==> config.mk <==
export PLATFORM = sky130hd
export DESIGN_NAME = bsg_cycle_counter_reset_chain_flat
export DESIGN_NICKNAME = d
export VERILOG_FILES = /design/src/rtl/bsg_cycle_counter_reset_chain_if.sv /design/src/rtl/bsg_cycle_counter_reset_chain.sv /design/src/flat_wrapper.sv
export SDC_FILE = /design/constraint.sdc
export NUM_CORES = 1
export LEC_CHECK = 0
export ABC_CLOCK_PERIOD_IN_PS = 2800
export BUFFER_PORTS_ARGS = -buffer_cell sky130_fd_sc_hd__buf_2
export CAP_MARGIN = 20
export CORE_MARGIN = 3
export CORE_UTILIZATION = 57
export CTS_BUF_LIST = sky130_fd_sc_hd__clkbuf_16
export DETAILED_ROUTE_END_ITERATION = 10
export PLACE_DENSITY = 0.84
export SETUP_SLACK_MARGIN = 0.02
export SLEW_MARGIN = 0
export SYNTH_ARGS = -nofsm -noshare
export SYNTH_HDL_FRONTEND = slang
export SYNTH_SLANG_ARGS = --single-unit
==> constraint.sdc <==
create_clock -name clk_i -period 2.8 [get_ports clk_i]
set_clock_uncertainty 0.05 [all_clocks]
set_input_delay 0.28 -clock clk_i [delete_from_list [all_inputs] [get_ports clk_i]]
set_output_delay 0.28 -clock clk_i [all_outputs]
set_load 0.02 [all_outputs]
==> src/rtl/bsg_cycle_counter_reset_chain_if.sv <==
// bsg_cycle_counter_reset_chain_if: tag-done input and delayed reset / cycle count outputs
// master: drives tag_done_i, observes reset_o and ctr_r_o (host or bench side)
// slave : receives tag_done_i, drives reset_o and ctr_r_o (reset chain side)
interface bsg_cycle_counter_reset_chain_if #(parameter int width_p = 32);
  logic               tag_done_i;
  logic               reset_o;
  logic [width_p-1:0] ctr_r_o;
  modport master (output tag_done_i, input reset_o, ctr_r_o);
  modport slave (input tag_done_i, output reset_o, ctr_r_o);
endinterface

==> src/rtl/bsg_cycle_counter_reset_chain.sv <==
// bsg_cycle_counter_reset_chain: delays ~tag_done through a flop chain into reset_o and counts cycles since release
// clk_i   : rising-edge clock
// reset_i : synchronous active-high reset, forces every stage to 1 and the counter to 0
// bus     : tag_done_i in; reset_o (~tag_done_i delayed num_stages_p cycles) and ctr_r_o out
module bsg_cycle_counter_reset_chain #(
  parameter int width_p      = 32,
  parameter int num_stages_p = 3
) (
  input logic clk_i,
  input logic reset_i,
  bsg_cycle_counter_reset_chain_if.slave bus
);
  logic               w_reset;
  logic [width_p-1:0] r_ctr;
  if (num_stages_p > 0) begin : g_chain
    logic [num_stages_p-1:0] r_stage;
    always_ff @(posedge clk_i) begin
      if (reset_i) r_stage <= '1;
      else begin
        r_stage[0] <= ~bus.tag_done_i;
        for (int k = 1; k < num_stages_p; k++) r_stage[k] <= r_stage[k-1];
      end
    end
    assign w_reset = r_stage[num_stages_p-1];
  end else begin : g_comb
    // no chain flops: reset_i must still reach reset_o combinationally
    assign w_reset = reset_i | ~bus.tag_done_i;
  end
  always_ff @(posedge clk_i) begin
    if (reset_i || w_reset) r_ctr <= '0;
    else r_ctr <= r_ctr + width_p'(1);
  end
  assign bus.reset_o = w_reset;
  assign bus.ctr_r_o = r_ctr;
endmodule

==> src/flat_wrapper.sv <==
// flat-port wrapper written by rule: the top's interface ports become plain ports
module bsg_cycle_counter_reset_chain_flat 
#(
  parameter int width_p      = 32,
  parameter int num_stages_p = 3
)
  (clk_i, reset_i, bus_tag_done_i, bus_reset_o, bus_ctr_r_o);
  bsg_cycle_counter_reset_chain_if #(.width_p(width_p)) bus_i ();
  input logic clk_i;
  input logic reset_i;
  input wire logic [$bits(bus_i.tag_done_i)-1:0] bus_tag_done_i;
  output wire logic [$bits(bus_i.reset_o)-1:0] bus_reset_o;
  output wire logic [$bits(bus_i.ctr_r_o)-1:0] bus_ctr_r_o;
  assign bus_i.tag_done_i = bus_tag_done_i;
  assign bus_reset_o = bus_i.reset_o;
  assign bus_ctr_r_o = bus_i.ctr_r_o;
  bsg_cycle_counter_reset_chain #(.width_p(width_p), .num_stages_p(num_stages_p)) u_core (.clk_i(clk_i), .reset_i(reset_i), .bus(bus_i));
endmodule
==> reports/metrics.cfg, run 1 <==
[yosys]
yosysWarnings = 0
synth_compound_area_frac = 0.145
yosysUniqueCellTypes = 35
avgSynthCellArea_sq_um = 8.83
synth_top_family_by_area = simple AND/OR/NAND/NOR gates
seq_area_frac_synth = 0.441
yosys.area_share.simple = 0.303
muxShareOfSynthArea = 0
synth_fa_ha_area_frac = 0.00787
syn_area_sq_um = 1590
synth-seq-cells = 35
syn_inst = 180
synth_nets = 184
synth_xor_area_frac = 0.0661

[floorplanning]
die-area_sq_um = 3460
core_area_sq_um = 2570
die_h_um = 58.8
io-pin-count = 36
row_count = 18
fp.dieW_um = 58.8
initial_core_util = 0.619

[clock_network]
post-cts-setup-buffers = 0
cts_buffers = 5
post_cts_resized = 0
root_buffer = clkbuf_16
tritoncts = built
clk_pin_slew_ns = 0.05
clock_latency_ns = 0.28
cts_buffer_depth = 2
cts_htree_levels = 2
clock-sinks = 35
ctsHoldBuffers = 0

[worst_setup_path]
worstPathCellList = nand3_2, or4_1, or4_1, a21oi_1
cp-end-kind = register
rr_startpoint = u_core.bus.ctr_r_o[2]$_SDFF_PP0_
r2r_cells = 4
r2r-end = u_core.bus.ctr_r_o[19]$_SDFF_PP0_
cp_slowest_stage_delay_ns = 0.77
cpMostUsedCell = or4_1
cp_slowest_cell = or4_1
crit_arrival_ns = 2.41
r2r_slack_ns = 0.54
worstSetupStartpointType = register
required_ns = 2.95
path_class = register to register
path_max_fanout = 16

[cells_and_area]
drive_gt1_frac = 0.239
mostFrequentLayoutCells = buf_2 (35), dfxtp_1 (35), a21oi_1 (15), nor2_1 (15), or4_1 (12)
fill_cells = 208
multi_input_area_sq_um = 830
finish.instance_area_sq_um = 1890
fin_util = 0.738
diodes = 0
nNetsFinal = 216
syn2layout_area_growth_pct = 19.2
register_area_sq_um = 701

[power]
fin_total_pwr_mw = 1.03
pwr_density_cell_nw_per_um2 = 542
irDropWorstVdd_mv = 0.613
leakage_nw = 0.660

[route]
drc = 0
drtPass1Iterations = 4
final_antenna_net_count = 0
wl_um = 3360
wire_per_inst_um = 13.8
num_vias = 1466
routed_via_density = 6.03
drt_iter0_drc = 67

[global_routing]
grt_use_total = 0.222
antenna_found_initial = 0
grt_overflow_total = 0
grt_first_pass_wirelength_um = 5870
grt_max_degree = 29
grt_pass1_vias = 1327

[place]
portBuffers = 35
hpwl_um = 2340
place.gp.congestion = 0.767
place_area_sq_um = 1750

[timing]
final.min_clock_period_ns = 2.26
worstMarginPinSlew_ns = 0.515
max_freq_mhz = 443
final-setup-viol-count = 0
timing.slew.headroom = 0.657
finalHoldViolCount = 0
fin_crit_sh = 0.806
slew_violations = 0
fin_setup_tns_ns = 0
rsz0062_at_grt = false

[hold_path]
min_from = bus_tag_done_i
holdPathEnd = u_core.g_chain.r_stage[0]$_SDFF_PP1_
hold_class = primary input to register
hold_depth = 2

[outcome]
outcome = completed

[job]
cap_violations = 0

## how the worst max path moves through the flow
stage	end	slack, ns	depth (start not counted)	start
final	u_core.bus.ctr_r_o[19]$_SDFF_PP0_	0.54	4	u_core.bus.ctr_r_o[2]$_SDFF_PP0_
after global routing	u_core.bus.ctr_r_o[19]$_SDFF_PP0_	0.33	4	u_core.bus.ctr_r_o[5]$_SDFF_PP0_
after CTS	u_core.bus.ctr_r_o[19]$_SDFF_PP0_	0.53	4	u_core.bus.ctr_r_o[2]$_SDFF_PP0_
after detailed placement	u_core.bus.ctr_r_o[31]$_SDFF_PP0_	0.56	4	u_core.bus.ctr_r_o[2]$_SDFF_PP0_
after global placement	u_core.bus.ctr_r_o[31]$_SDFF_PP0_	0.63	4	u_core.bus.ctr_r_o[2]$_SDFF_PP0_
after floorplan	u_core.bus.ctr_r_o[29]$_SDFF_PP0_	0.73	6	u_core.bus.ctr_r_o[5]$_SDFF_PP0_
## worst max-delay path, delay by kind of cell (launching register included)
| family | cells | cell delay [ns] |
|---|---|---|
| and+or+nand+nor | 3 | 1.50 |
| DFF | 1 | 0.47 |
| AOI/OAI and AO/OA | 1 | 0.16 |
## state kept, by name, summed over array words and instances (netlist names)
register,count
u_core.g_chain.r_stage,3
u_core.bus.ctr_r_o,32
## where the power goes
part           switching [mW]  internal, mW  total [mW]
clock                   0.196         0.322       0.519
sequential           0.000892         0.500       0.501
combinational         0.00451       0.00275     0.00726
## Yosys cell counts
cell type / count / share of area
and4_2: 1 / 0.0063
nand4_2: 1 / 0.0079
nor2_1: 15 / 0.035
buf_2: 2 / 0.0063
o31ai_1: 11 / 0.052
or2_2: 3 / 0.012
and3_1: 2 / 0.0079
o21a_1: 3 / 0.014
inv_1: 3 / 0.0071
ha_1: 1 / 0.0079
and4_1: 2 / 0.011
or3_2: 1 / 0.0047
buf_6: 1 / 0.0071
nand3_1: 9 / 0.028
clkbuf_1: 7 / 0.017
nand2_1: 10 / 0.024
or3_1: 3 / 0.012
nand2b_1: 1 / 0.0039
xnor2_1: 7 / 0.039
nand4_1: 8 / 0.031
xor2_1: 5 / 0.028
nor3_1: 3 / 0.0094
dfxtp_1: 35 / 0.44
or2_1: 1 / 0.0039
a21oi_1: 15 / 0.047
o21ai_1: 2 / 0.0063
or4_1: 12 / 0.057
o31a_1: 3 / 0.017
a31o_2: 1 / 0.0055
o21ai_0: 1 / 0.0031
nor4_1: 6 / 0.024
nand2_2: 1 / 0.0039
or3_4: 1 / 0.0071
and2_1: 2 / 0.0079
nand3_2: 1 / 0.0063
## cell families after synthesis
family	after synthesis
compound gates	36
xor+xnor	12
fa+ha+maj	1
buf+inv	13
flops	35
simple gates	83
## per-layer routing
metal  up-vias  track usage  part of all wire
li1        737            -                 -
met1       676        0.285              0.44
met2        45        0.336              0.47
met3         8       0.0680             0.064
met4         0        0.113             0.023
met5         -            0                 0
## per-stage QoR
step | instances | hold slack (ns) | setup slack, ns
5_1_grt | 243 | 0.128 | 0.334
6_report | 243 | 0.128 | 0.543
4_1_cts | 243 | 0.124 | 0.531
3_5_place_dp | 235 | 0.352 | 0.564
3_3_place_gp | 235 | 0.348 | 0.633
2_1_floorplan | 180 | 0.303 | 0.735
## area by class of cell
cell class | instances | share of cell area
clock inverter | 3 | 0.00793
clock buffer | 5 | 0.0661
tap | 30 | 0.0198
timing repair buffer | 35 | 0.0925
multi-input combinational | 132 | 0.438
inverter | 3 | 0.00594
sequential | 35 | 0.370
Note: power is estimated with default switching activity, not from simulation.
==> run 2, diff against run 1 <==
- ABC_AREA: not set -> 1
- ABC_CLOCK_PERIOD_IN_PS: 2800 -> 2300
- CORE_UTILIZATION: 57 -> 54
- PLACE_DENSITY: 0.84 -> 0.79
- clock period: 2.8 -> 2.3 ns (I/O delays scaled with it)
==> reports/metrics.cfg, run 2 <==
[outcome]
outcome = completed

[route]
wire_per_inst_um = 11.2
wl_um = 3840
drc = 0
routed_via_density = 4.89
final_antenna_net_count = 0
drt_iter0_drc = 78
num_vias = 1667
drtPass1Iterations = 4

[yosys]
synth_edf_count = 0
synth-seq-cells = 35
postSynth.asyncResetShare = 0
syn_inst = 256
yosysUniqueCellTypes = 23
yosysWarnings = 0
syn_area_sq_um = 1780
yosys-top-cells-area = dfxtp_1 (39%), nand2_1 (13%), nor2_1 (12%), nor2_4 (6.3%), a21oi_1 (6.2%)
synthTopCellsByCount = nand2_1 (64), nor2_1 (55), dfxtp_1 (35)
avgSynthCellArea_sq_um = 6.96
synth_top_cell_area_share = 0.393
synth_flop_cell = dfxtp_1
synth_most_common_cell = nand2_1
seq_area_frac_synth = 0.393
synth_nets = 260
yosysTopAreaCell = dfxtp_1

[cells_and_area]
mostFrequentLayoutCells = nand2_1 (64), nor2_1 (55), buf_2 (35), dfxtp_1 (35), a21oi_1 (22)
layout_commonest_cell = nand2_1
fill_cells = 300
nNetsFinal = 300
finish.instance_area_sq_um = 2150
syn2layout_area_growth_pct = 20.4
largest_reg_flops = 32
fin_util = 0.692
register_area_sq_um = 701
drive_gt1_frac = 0.222
diodes = 0
multi_input_area_sq_um = 995

[clock_network]
cts_buffers = 5
post-cts-setup-buffers = 0
ctsHoldBuffers = 0
clock_latency_ns = 0.28
cts_buffer_depth = 2
cts_htree_levels = 2
clk_pin_slew_ns = 0.05
clock-sinks = 35
root_buffer = clkbuf_16
post_cts_resized = 0
tritoncts = built

[global_routing]
antenna_found_initial = 0
grt_pass1_vias = 1463
grt_use_total = 0.209
grt_max_degree = 23
grt_overflow_total = 0
grt_first_pass_wirelength_um = 6550

[hold_path]
min_from = bus_tag_done_i
holdPathEnd = u_core.g_chain.r_stage[0]$_SDFF_PP1_
hold_class = primary input to register
hold_depth = 2

[floorplanning]
io-pin-count = 36
initial_core_util = 0.575
die-area_sq_um = 4030
row_count = 20
fp.dieW_um = 63.5
core_area_sq_um = 3100
die_h_um = 63.5

[worst_setup_path]
path_max_fanout = 6
rr_startpoint = u_core.bus.ctr_r_o[0]$_SDFF_PP0_
cp-end-kind = register
path_class = register to register
required_ns = 2.42
r2r-end = u_core.bus.ctr_r_o[30]$_SDFF_PP0_
r2r_slack_ns = 0.81
crit_arrival_ns = 1.62
worstSetupStartpointType = register
r2r_cells = 8

[timing]
slew_violations = 0
timing.slew.headroom = 0.771
finalHoldViolCount = 0
final-setup-viol-count = 0
rsz0062_at_grt = false
max_freq_mhz = 669
worstMarginPinSlew_ns = 0.343
fin_crit_sh = 0.650
final.min_clock_period_ns = 1.49
fin_setup_tns_ns = 0

[place]
place_area_sq_um = 2010
portBuffers = 35
hpwl_um = 2850
place.gp.congestion = 0.807

[job]
cap_violations = 0

[power]
pwr_density_cell_nw_per_um2 = 578
fin_total_pwr_mw = 1.24
leakage_nw = 0.878
irDropWorstVdd_mv = 0.457

-- run 2: changes by cell type after synthesis, sizes merged, moves of 7 or more --
cell   change
o31ai     -11
nand4      -9
inv       +17
nor2      +55
xnor2      -7
nand2     +59
a21oi      +7
or4       -12
-- run 2: kinds of logic after synthesis --
kind of cell	after synthesis	synth area share
compound gates	29	0.0842
fa+ha+maj	1	0.00702
xor+xnor	3	0.0147
flops	35	0.393
simple gates	165	0.452
buf+inv	23	0.0491
-- run 2: report_power, final --
part	internal [mW]	switching [mW]
logic	0.00493	0.00754
clock network	0.390	0.228
registers	0.610	0.000721
total	1.00	0.236
-- run 2: cell type report --
cell class / instances / area share
clock buffers: 5 / 0.0583
clock inverters: 3 / 0.00583
inverters: 20 / 0.0350
multi-input cells: 198 / 0.464
flip-flops and latches: 35 / 0.327
well taps: 44 / 0.0257
repair buffers: 36 / 0.0851
-- run 2: worst max-delay path by stage --
stage	from	to	slack, ns	cells past startpoint
5_1_grt	u_core.bus.ctr_r_o[0]$_SDFF_PP0_	u_core.bus.ctr_r_o[30]$_SDFF_PP0_	0.66	8
4_1_cts	u_core.bus.ctr_r_o[0]$_SDFF_PP0_	u_core.bus.ctr_r_o[22]$_SDFF_PP0_	0.80	8
2_1_floorplan	u_core.bus.ctr_r_o[0]$_SDFF_PP0_	u_core.bus.ctr_r_o[30]$_SDFF_PP0_	0.80	8
3_3_place_gp	u_core.bus.ctr_r_o[0]$_SDFF_PP0_	u_core.bus.ctr_r_o[30]$_SDFF_PP0_	0.89	8
3_5_place_dp	u_core.bus.ctr_r_o[0]$_SDFF_PP0_	u_core.bus.ctr_r_o[22]$_SDFF_PP0_	0.82	8
6_report	u_core.bus.ctr_r_o[0]$_SDFF_PP0_	u_core.bus.ctr_r_o[30]$_SDFF_PP0_	0.81	8
-- run 2: critical path, cell delays in order (launching register included) --
cell and delay [ns]:
dfxtp_1 0.37, ha_1 0.20, nand2_1 0.12, nor2_4 0.15, nand2_1 0.14, nor2_4 0.18
nand3_1 0.09, nand2_1 0.06, nor2_1 0.04
-- run 2: metrics by stage --
step,setup slack (ns),hold slack [ns],instances
after global placement,0.887,0.342,333
after global routing,0.662,0.0655,341
final,0.805,0.0633,341
after CTS,0.798,0.0571,341
after floorplan,0.797,0.249,256
after detailed placement,0.817,0.349,333
-- run 2: metal layers --
layer  global-route usage  wire (um)  vias up
met5                    0          0        -
met4               0.0889         55        0
met3               0.0624        209        6
met2                0.329       1810       36
met1                0.263       1760      738
li1                     -          -      887
